File: config.mk
export PLATFORM = sky130hd
export DESIGN_NAME = afc_ncntr_flat
export DESIGN_NICKNAME = d
export VERILOG_FILES = /design/src/rtl/afc_ncntr_pkg.sv /design/src/rtl/afc_ncntr_if.sv /design/src/rtl/afc_ncntr_sync_edge.sv /design/src/rtl/afc_ncntr.sv /design/src/flat_wrapper.sv
export SDC_FILE = /design/constraint.sdc
export NUM_CORES = 1
export LEC_CHECK = 0
export CAP_MARGIN = 20
export CORE_ASPECT_RATIO = 1.25
export CORE_MARGIN = 2
export CORE_UTILIZATION = 53
export CTS_CLUSTER_SIZE = 12
export DETAILED_ROUTE_END_ITERATION = 12
export PLACE_DENSITY = 0.76
export SLEW_MARGIN = 20
export SYNTH_ARGS = -nofsm -noshare
export SYNTH_HDL_FRONTEND = slang
export SYNTH_SLANG_ARGS = --single-unit
File: constraint.sdc
create_clock -name clk -period 3.4 [get_ports clk]
set_input_delay 1.02 -clock clk [delete_from_list [all_inputs] [get_ports clk]]
set_output_delay 1.02 -clock clk [all_outputs]
set_load 0.02 [all_outputs]
File: src/rtl/afc_ncntr_pkg.sv
`default_nettype none
// ============================================================================
// Module   : afc_ncntr_pkg
// Purpose  : Shared constants for the AFC VCO frequency counter. This file
//            holds the default widths, the saturation value, the FSM state
//            encoding and the input-path latency helper.
// Config   : AFC_NCNTR_DEGLITCH_EN adds one cycle to the input-path latency.
// Revision : 1.0  initial release
// ============================================================================
package afc_ncntr_pkg;

    localparam int CNT_W_DEF       = 14;
    localparam int SYNC_STAGES_DEF = 2;

    localparam logic [13:0] NCNTR_MAX = 14'h3FFF;

    // Counter FSM state encoding
    localparam logic [1:0] ST_CLR  = 2'd0;
    localparam logic [1:0] ST_ARM  = 2'd1;
    localparam logic [1:0] ST_CNT  = 2'd2;
    localparam logic [1:0] ST_DONE = 2'd3;

    // Clock cycles from a vco_div_in rising edge to the edge pulse.
    // The count-window enable is delayed by the same amount.
    function automatic int sync_edge_latency(input int sync_stages);
`ifdef AFC_NCNTR_DEGLITCH_EN
        return sync_stages + 2;
`else
        return sync_stages + 1;
`endif
    endfunction

endpackage
`default_nettype wire

File: src/rtl/afc_ncntr_if.sv
`default_nettype none
// ============================================================================
// Module   : afc_ncntr_if
// Purpose  : Control and result bundle between the AFC search engine (master)
//            and the VCO frequency counter (slave).
// Signals  : afc_cntr_rstn    master->slave  sync active-low counter clear
//            afc_cntr_en      master->slave  count window enable
//            afc_cntr_datasyn master->slave  1-cycle latch strobe
//            a2d_afc_ncntr    slave->master  latched count [CNT_W]
//            ncntr_valid      slave->master  1-cycle pulse, count updated
//            ncntr_ovf        slave->master  sticky saturation flag
// Revision : 1.0  initial release
// ============================================================================
interface afc_ncntr_if #(
    parameter int CNT_W = 14
);
    logic             afc_cntr_rstn;
    logic             afc_cntr_en;
    logic             afc_cntr_datasyn;
    logic [CNT_W-1:0] a2d_afc_ncntr;
    logic             ncntr_valid;
    logic             ncntr_ovf;

    modport master (
        output afc_cntr_rstn,
        output afc_cntr_en,
        output afc_cntr_datasyn,
        input  a2d_afc_ncntr,
        input  ncntr_valid,
        input  ncntr_ovf
    );

    modport slave (
        input  afc_cntr_rstn,
        input  afc_cntr_en,
        input  afc_cntr_datasyn,
        output a2d_afc_ncntr,
        output ncntr_valid,
        output ncntr_ovf
    );
endinterface
`default_nettype wire

File: src/rtl/afc_ncntr_sync_edge.sv
`default_nettype none
// ============================================================================
// Module   : afc_ncntr_sync_edge
// Purpose  : Synchronizes the asynchronous divided VCO clock and produces a
//            one-cycle pulse per accepted rising edge. Its latency is
//            sync_edge_latency(SYNC_STAGES) cycles (see afc_ncntr_pkg).
// Ports    : clk      in   system clock
//            rstn     in   async active-low reset
//            i_din    in   asynchronous input (vco_div_in)
//            o_edge_p out  1-cycle rising-edge pulse
// Config   : AFC_NCNTR_DEGLITCH_EN - the synchronized level must be stable for
//            two consecutive cycles before it is accepted (1 extra cycle).
// Revision : 1.0  initial release
// ============================================================================
module afc_ncntr_sync_edge #(
    parameter int SYNC_STAGES = 2
) (
    input  wire logic clk,
    input  wire logic rstn,
    input  wire logic i_din,
    output logic      o_edge_p
);

    logic [SYNC_STAGES-1:0] r_sync;
    logic                   r_lvl;   // last accepted level
    logic                   r_edge;
    logic                   w_sync_q;
    logic                   w_acc;   // level accepted this cycle

    assign w_sync_q = r_sync[SYNC_STAGES-1];

    always_ff @(posedge clk or negedge rstn) begin
        if (!rstn) begin
            r_sync <= '0;
        end else begin
            r_sync <= {r_sync[SYNC_STAGES-2:0], i_din};
        end
    end

`ifdef AFC_NCNTR_DEGLITCH_EN
    logic r_hist;

    always_ff @(posedge clk or negedge rstn) begin
        if (!rstn) begin
            r_hist <= 1'b0;
        end else begin
            r_hist <= w_sync_q;
        end
    end

    // A new level is taken only once it has been seen on two consecutive
    // cycles; otherwise the previously accepted level is kept.
    assign w_acc = (w_sync_q == r_hist) ? w_sync_q : r_lvl;
`else
    assign w_acc = w_sync_q;
`endif

    always_ff @(posedge clk or negedge rstn) begin
        if (!rstn) begin
            r_lvl  <= 1'b0;
            r_edge <= 1'b0;
        end else begin
            r_lvl  <= w_acc;
            r_edge <= w_acc & ~r_lvl;
        end
    end

    assign o_edge_p = r_edge;

endmodule
`default_nettype wire

File: src/rtl/afc_ncntr.sv
`default_nettype none
// ============================================================================
// Module   : afc_ncntr
// Purpose  : Digital VCO frequency counter for the AFC search engine. It
//            counts rising edges of vco_div_in inside the afc_cntr_en window
//            and latches the count on afc_cntr_datasyn.
// Ports    : clk         in   system clock
//            rstn        in   async active-low reset
//            vco_div_in  in   divided VCO clock, asynchronous to clk
//            bus         afc_ncntr_if.slave (cntr_rstn/en/datasyn in;
//                        a2d_afc_ncntr/ncntr_valid/ncntr_ovf out)
// Config   : AFC_NCNTR_DEGLITCH_EN - enables the input glitch filter, which
//            lengthens both the edge path and the enable delay by one cycle.
// Revision : 1.0  initial release
// ============================================================================
module afc_ncntr
    import afc_ncntr_pkg::*;
#(
    parameter int CNT_W       = CNT_W_DEF,
    parameter int SYNC_STAGES = SYNC_STAGES_DEF
) (
    input  wire logic  clk,
    input  wire logic  rstn,
    input  wire logic  vco_div_in,
    afc_ncntr_if.slave bus
);

    localparam int EN_DLY = sync_edge_latency(SYNC_STAGES);
    localparam logic [CNT_W-1:0] CNT_MAX =
        (CNT_W == CNT_W_DEF) ? CNT_W'(NCNTR_MAX) : {CNT_W{1'b1}};

    logic              w_edge_p;
    logic [EN_DLY-1:0] r_en_dly;
    logic              w_en_d;
    logic [1:0]        r_state;
    logic [CNT_W-1:0]  r_cnt;
    logic [CNT_W-1:0]  w_cnt_nxt;
    logic              w_count;
    logic              w_sat;
    logic              r_ovf;
    logic [CNT_W-1:0]  r_ncntr;
    logic              r_valid;

    afc_ncntr_sync_edge #(
        .SYNC_STAGES (SYNC_STAGES)
    ) u_sync_edge (
        .clk      (clk),
        .rstn     (rstn),
        .i_din    (vco_div_in),
        .o_edge_p (w_edge_p)
    );

    // Window enable delayed to line up with the edge pulse.
    always_ff @(posedge clk or negedge rstn) begin
        if (!rstn) begin
            r_en_dly <= '0;
        end else begin
            r_en_dly <= {r_en_dly[EN_DLY-2:0], bus.afc_cntr_en};
        end
    end

    assign w_en_d = r_en_dly[EN_DLY-1];

    // Counter next value; the output latch samples this so an edge counted
    // in the strobe cycle is included in the snapshot.
    assign w_count = (r_state == ST_CNT) && w_edge_p;
    assign w_sat   = (r_cnt == CNT_MAX);

    always_comb begin
        w_cnt_nxt = r_cnt;
        if (!bus.afc_cntr_rstn || (r_state == ST_CLR)) begin
            w_cnt_nxt = '0;
        end else if (w_count && !w_sat) begin
            w_cnt_nxt = r_cnt + 1'b1;
        end
    end

    always_ff @(posedge clk or negedge rstn) begin
        if (!rstn) begin
            r_state <= ST_CLR;
            r_cnt   <= '0;
            r_ovf   <= 1'b0;
            r_ncntr <= '0;
            r_valid <= 1'b0;
        end else begin
            r_cnt   <= w_cnt_nxt;
            r_valid <= 1'b0;

            if (!bus.afc_cntr_rstn) begin
                // Clear wins over window and strobe; the latched result stays.
                r_state <= ST_CLR;
                r_ovf   <= 1'b0;
            end else begin
                if (bus.afc_cntr_datasyn) begin
                    r_ncntr <= w_cnt_nxt;
                    r_valid <= 1'b1;
                end

                case (r_state)
                    ST_CLR: begin
                        r_ovf   <= 1'b0;
                        r_state <= ST_ARM;
                    end
                    ST_ARM: begin
                        if (w_en_d) begin
                            r_state <= ST_CNT;
                        end
                    end
                    ST_CNT: begin
                        if (w_count && w_sat) begin
                            r_ovf <= 1'b1;
                        end
                        if (!w_en_d) begin
                            r_state <= ST_DONE;
                        end
                    end
                    ST_DONE: begin
                        // Reopening the window keeps accumulating.
                        if (w_en_d) begin
                            r_state <= ST_CNT;
                        end
                    end
                    default: begin
                        r_state <= ST_CLR;
                    end
                endcase
            end
        end
    end

    assign bus.a2d_afc_ncntr = r_ncntr;
    assign bus.ncntr_valid   = r_valid;
    assign bus.ncntr_ovf     = r_ovf;

endmodule
`default_nettype wire
File: src/flat_wrapper.sv
// flat-port wrapper written by rule: the top's interface ports become plain ports
module afc_ncntr_flat import afc_ncntr_pkg::*;
#(
    parameter int CNT_W       = CNT_W_DEF,
    parameter int SYNC_STAGES = SYNC_STAGES_DEF
)
  (clk, rstn, vco_div_in, bus_afc_cntr_rstn, bus_afc_cntr_en, bus_afc_cntr_datasyn, bus_a2d_afc_ncntr, bus_ncntr_valid, bus_ncntr_ovf);
  afc_ncntr_if #(.CNT_W(CNT_W)) bus_i ();
  input  wire logic clk;
  input  wire logic rstn;
  input  wire logic vco_div_in;
  input wire logic [$bits(bus_i.afc_cntr_rstn)-1:0] bus_afc_cntr_rstn;
  input wire logic [$bits(bus_i.afc_cntr_en)-1:0] bus_afc_cntr_en;
  input wire logic [$bits(bus_i.afc_cntr_datasyn)-1:0] bus_afc_cntr_datasyn;
  output wire logic [$bits(bus_i.a2d_afc_ncntr)-1:0] bus_a2d_afc_ncntr;
  output wire logic [$bits(bus_i.ncntr_valid)-1:0] bus_ncntr_valid;
  output wire logic [$bits(bus_i.ncntr_ovf)-1:0] bus_ncntr_ovf;
  assign bus_i.afc_cntr_rstn = bus_afc_cntr_rstn;
  assign bus_i.afc_cntr_en = bus_afc_cntr_en;
  assign bus_i.afc_cntr_datasyn = bus_afc_cntr_datasyn;
  assign bus_a2d_afc_ncntr = bus_i.a2d_afc_ncntr;
  assign bus_ncntr_valid = bus_i.ncntr_valid;
  assign bus_ncntr_ovf = bus_i.ncntr_ovf;
  afc_ncntr #(.CNT_W(CNT_W), .SYNC_STAGES(SYNC_STAGES)) u_core (.clk(clk), .rstn(rstn), .vco_div_in(vco_div_in), .bus(bus_i));
endmodule
==> impl_metrics.yaml, run 1 <==
floorplanning:
  num_io_pins: 22
  num_rows: 23
  die_h_microns: 69.5
  die_area_sq_um: 3920
  initial_utilization: 0.560
  coreArea_sq_um: 3250
  fp.dieW_microns: 56.4
global_route:
  gr-total-overflow: 0
  antenna_found_initial: 0
  grt_usage: 0.210
  grt_pass1_wl_mm: 6.53
  grt_pass1_vias: 1391
  grt_max_degree: 40
synth:
  syn_nets: 184
  synth-adder-area-share: 0.00687
  yosysWarnings: 0
  synth_cells: 177
  synth_area_leaders: "dfrtp_1 (54%), nand2_1 (3.7%), a21oi_1 (3.3%), o31ai_1 (2.9%), nand4_1 (2.4%)"
  synth-seq-cells: 39
  synth_compound_area_frac: 0.167
  synth_simple_gate_area_share: 0.236
  synth-async-reset-ratio: 1.00
  synthMuxAreaShare: 0.0124
  synth_ff_type: "dfrtp_1"
  synth_top_family_by_area: "simple AND/OR/NAND/NOR gates"
  mappedNetlistArea_sq_um: 1820
  synth_top_area_frac: 0.536
  syn_avg_cell_area_sq_um: 10.3
  synth_top_area_cell: "dfrtp_1"
  synthTopCellsByCount: "dfrtp_1 (39), nand2_1 (18), a21oi_1 (12), nor2_1 (10)"
  synth_xor_area_frac: 0
  yosysMostFrequentCell: "dfrtp_1"
  synth_edf_count: 0
  yosysSeqAreaShare: 0.536
  synthDistinctLibCells: 41
outcome:
  status: "complete, no violations"
routing:
  drc: 0
  drtPass1Iterations: 4
  wire_per_inst_microns: 16.4
  vias: 1495
  routed_wl_mm: 3.84
  via_per_inst: 6.39
  ant_nets: 0
  drtIter0Drc: 49
sta:
  final.setup.tns_ns: 0
  holdWs_ns: 0.356
  worstMarginPinSlew_ns: 0.876
  setup_violations: 0
  fmaxAchievable_mhz: 392
  rsz0062_at_grt: "false"
  hold_viol_final: 0
  fin_crit_sh: 0.750
  finClkSkew_ns: 0.0107
  worst_slack_ns: 0.849
  drv_slew: 0
  slew_headroom: 0.416
  fin_crit_ns: 2.55
clocking:
  insertion_delay_ns: 0.29
  post_cts_resized: 0
  cts.hold.buffers_added: 0
  cts_sinks: 39
  cts_made_buffers: 5
  path_clk_slew_ns: 0.07
  cts-root-buf: "clkbuf_8"
  cts_tree: "built"
  htreeDepth: 2
  cts_buffer_depth: 2
  cts_setup_buffers: 0
worst_setup_path:
  worst_path_max_delay_cell: "nor2_1"
  r2r_setup_slack_ns: 1.45
  worstPathMaxFanout: 15
  startpoint: "bus_afc_cntr_rstn"
  critPathKind: "in2reg"
  required_ns: 3.62
  arrival_ns: 2.77
  startpoint_type: "input port"
  r2r-end: "u_core.r_cnt[9]"
  max_stage_delay_ns: 0.55
  crit_end: "u_core.bus.a2d_afc_ncntr[11]"
  end_kind: "flop"
  reg2reg_depth: 5
  rr_startpoint: "u_core.r_cnt[0]"
  crit_chain: "clkdlybuf4s50_1 > nand2_1 > nor2_1 > o311ai_0 > nand3_1"
cells_and_area:
  area_growth_pct: 15.2
  final_cells: 234
  drive_above_1_share: 0.0609
  final_util: 0.645
  n_antenna_cell: 0
  nNetsFinal: 203
power_and_ir_drop:
  p_per_area_nw_per_um2: 389
  ir_drop_uv: 313
  cellLeakagePower_uw: 0.000831
place:
  io_buffers: 21
  placed_cells: 226
  place_ws_ns: 0.564
  dp_hpwl_mm: 2.63
  routabilityCongestion: 0.923
job:
  maxCapViolations: 0
hold_path:
  hp-class: "reg2reg"
-- cell families after synthesis --
kind of cell | after synthesis
simple gates | 75
compound gates | 47
flops | 39
buf+inv | 13
mux | 2
fa+ha+maj | 1
-- worst max-delay path: cells and delay by family --
family,cells,cell delay [ns]
buffers and inverters,1,0.53
AND/OR/NAND/NOR,3,0.97
AO/OA/AOI/OAI,1,0.24
-- layout by cell type, fill, tap and decap left out, types with 5 or more instances in the layout --
cell type        count
dfrtp_1             39
clkdlybuf4s50_1     20
nand2_1             18
a21oi_1             12
nor2_1              10
nand3_1              8
o21ai_0              8
nand4_1              7
o31ai_1              7
o211ai_1             5
clkbuf_8             5
-- routing by layer --
layer / wire length [microns] / track usage / vias up
li1: - / - / 717
met1: 1700 / 0.292 / 724
met3: 204 / 0.0485 / 7
met4: 63 / 0.0873 / 0
met2: 1870 / 0.315 / 47
met5: 0 / 0 / -
-- report_power, final --
group / leakage [uW] / total [uW] / switching (uW) / internal (uW)
combinational: 0.000264 / 43.8 / 29.2 / 14.6
sequential: 0.000525 / 477 / 5.40 / 472
clock: 0.0000422 / 294 / 150 / 144
-- flip-flops by register name (all words and copies together) (netlist names) --
signal / count
u_core.r_cnt: 14
u_core.u_sync_edge.r_sync: 2
u_core.bus.a2d_afc_ncntr: 14
u_core.r_state: 2
u_core.r_en_dly: 3
u_core.u_sync_edge.r_lvl: 1
u_core.u_sync_edge.o_edge_p: 1
u_core.bus.ncntr_valid: 1
u_core.bus.ncntr_ovf: 1
-- through the flow --
stage | power, uW | instance area (sq um)
after floorplan | 505 | 1820
after global placement | 529 | 2020
after detailed placement | 530 | 2020
after CTS | 822 | 2100
after global routing | 848 | 2100
final | 815 | 2100
-- area by class of cell --
class                   instances  area (sq um)
repair buffers                 22           213
clock buffers                   7          76.3
well taps                      37          46.3
inverters                       3          11.3
fillers                       277          1150
clock inverters                 1          5.00
flip-flops and latches         39           976
multi-input cells             125           769
-- worst min path at each step --
| stage | start | end | slack [ns] | cells past startpoint |
|---|---|---|---|---|
| final | u_core.r_en_dly[1] | u_core.r_en_dly[2] | 0.36 | 0 |
| after CTS | u_core.r_en_dly[1] | u_core.r_en_dly[2] | 0.36 | 0 |
| after detailed placement | u_core.r_en_dly[0] | u_core.r_en_dly[1] | 0.34 | 0 |
| after global routing | u_core.r_en_dly[1] | u_core.r_en_dly[2] | 0.36 | 0 |
| after global placement | u_core.r_en_dly[1] | u_core.r_en_dly[2] | 0.34 | 0 |
| after floorplan | u_core.r_en_dly[0] | u_core.r_en_dly[1] | 0.33 | 0 |
No activity file was read; power rests on OpenSTA's default activity.
==> inputs of run 2 (changes only) <==
==> constraint.sdc (replaced) <==
create_clock -name clk -period 2.65 [get_ports clk]
set_input_delay 0.795 -clock clk [delete_from_list [all_inputs] [get_ports clk]]
set_output_delay 0.795 -clock clk [all_outputs]
set_load 0.02 [all_outputs]
==> impl_metrics.yaml, run 2 (synthesized netlist as in run 1, its figures left out) <==
worst_setup_path:
  worstPathMaxFanout: 2
  crit_chain: "clkdlybuf4s50_1"
  max_stage_delay_ns: 0.63
  startpoint_type: "flop"
  arrival_ns: 1.28
  end_kind: "primary output"
  worst_path_max_delay_cell: "clkdlybuf4s50_1"
  required_ns: 1.86
  critPathKind: "reg2out"
  cp_num_buf_inv: 1
  path_delay_family: "buffers and inverters"
  r2r_setup_slack_ns: 0.65
sta:
  hold_viol_final: 0
  rsz0062_at_grt: "false"
  fin_crit_ns: 2.07
  fin_crit_sh: 0.781
  slew_headroom: 0.440
  holdWs_ns: 0.353
  fmaxAchievable_mhz: 483
  worstMarginPinSlew_ns: 0.841
  drv_slew: 0
  finClkSkew_ns: 0.00796
  final.setup.tns_ns: 0
  setup_violations: 0
routing:
  vias: 1523
  routed_wl_mm: 3.89
  top_layer: "met4"
  wire_per_inst_microns: 16.3
  drtIter0Drc: 68
  dr_wl_met2_mm: 1.86
  ant_nets: 0
  wl_met1_mm: 1.77
  via_per_inst: 6.37
  drc: 0
  drtPass1Iterations: 4
  wl_met3_microns: 169
clocking:
  post_cts_resized: 0
  cts_made_buffers: 5
  cts.hold.buffers_added: 0
  cts_buffer_depth: 2
  cts-root-buf: "clkbuf_8"
  htreeDepth: 2
  cts_setup_buffers: 0
  cts_sinks: 39
  insertion_delay_ns: 0.29
  path_clk_slew_ns: 0.08
  cts_tree: "built"
place:
  routabilityCongestion: 0.912
  dp_hpwl_mm: 2.72
  io_buffers: 21
power_and_ir_drop:
  power.total_uw: 1250
  clkPwrFrac: 0.461
  switching_share: 0.196
  pwr-share-comb: 0.049
  p_sw_uw: 245
  intPower_uw: 1000
  p_per_area_nw_per_um2: 571
  power.share.sequential: 0.490
  ir_drop_uv: 549
  cellLeakagePower_uw: 0.000877
cells_and_area:
  final_common_cell: "dfrtp_1"
  area_growth_pct: 20.1
  n_antenna_cell: 0
  final_util: 0.672
  layout_common_cells: "dfrtp_1 (39), clkdlybuf4s50_1 (20), nand2_1 (18)"
  nNetsFinal: 208
  drive_above_1_share: 0.0891
global_route:
  grt_usage: 0.217
  antenna_found_initial: 0
  grt_max_degree: 40
  gr-total-overflow: 0
  grt_pass1_wl_mm: 6.89
  grt_pass1_vias: 1446
outcome:
  status: "complete, no violations"
floorplanning:
  num_rows: 23
  num_io_pins: 22
  fp.dieW_microns: 56.4
  initial_utilization: 0.560
  coreArea_sq_um: 3250
  die_area_sq_um: 3920
  die_h_microns: 69.5
hold_path:
  hp-class: "reg2reg"
job:
  maxCapViolations: 0
run 2: path summary, 6_finish.rpt:
| check | startpoint | endpoint | cells past startpoint |
|---|---|---|---|
| min reg2reg | u_core.r_en_dly[1] | u_core.r_en_dly[2] | 0 |
| max reg2reg | u_core.r_cnt[0] | u_core.r_cnt[9] | 5 |
| max in group asynchronous | rstn | u_core.bus.a2d_afc_ncntr[11] | 1 |
| min in group asynchronous | rstn | u_core.bus.a2d_afc_ncntr[0] | 1 |
| min | u_core.r_en_dly[1] | u_core.r_en_dly[2] | 0 |
| max | u_core.bus.a2d_afc_ncntr[7] | bus_a2d_afc_ncntr[7] | 1 |
run 2: final cells by class:
cell class	count	area, sq um
clock buffers	6	72.6
clock inverters	2	60.1
fillers	271	1070
multi-input cells	125	769
inverters	3	11.3
repair buffers	27	250
flip-flops and latches	39	976
well taps	37	46.3
run 2: stage by stage:
stage          setup WS [ns]  cell area (sq um)  instances
5_1_grt                0.529               2190        239
3_5_place_dp           0.362               2050        231
3_3_place_gp           0.421               2050        231
4_1_cts                0.565               2190        239
6_report               0.580               2190        239
2_1_floorplan          0.824               1820        177
run 2: routing by layer:
layer / up-vias / global-route usage
li1: 723 / -
met1: 752 / 0.299
met2: 40 / 0.336
met3: 8 / 0.0448
met4: 0 / 0.0847
met5: - / 0
run 2: power groups by stage:
stage / sequential (uW) / clock, uW / combinational (uW)
after floorplan: 624 / 0 / 23.6
after global placement: 623 / 0 / 61.1
after detailed placement: 623 / 0 / 62.1
after CTS: 612 / 581 / 62.5
after global routing: 613 / 617 / 68.7
final: 612 / 576 / 61.5
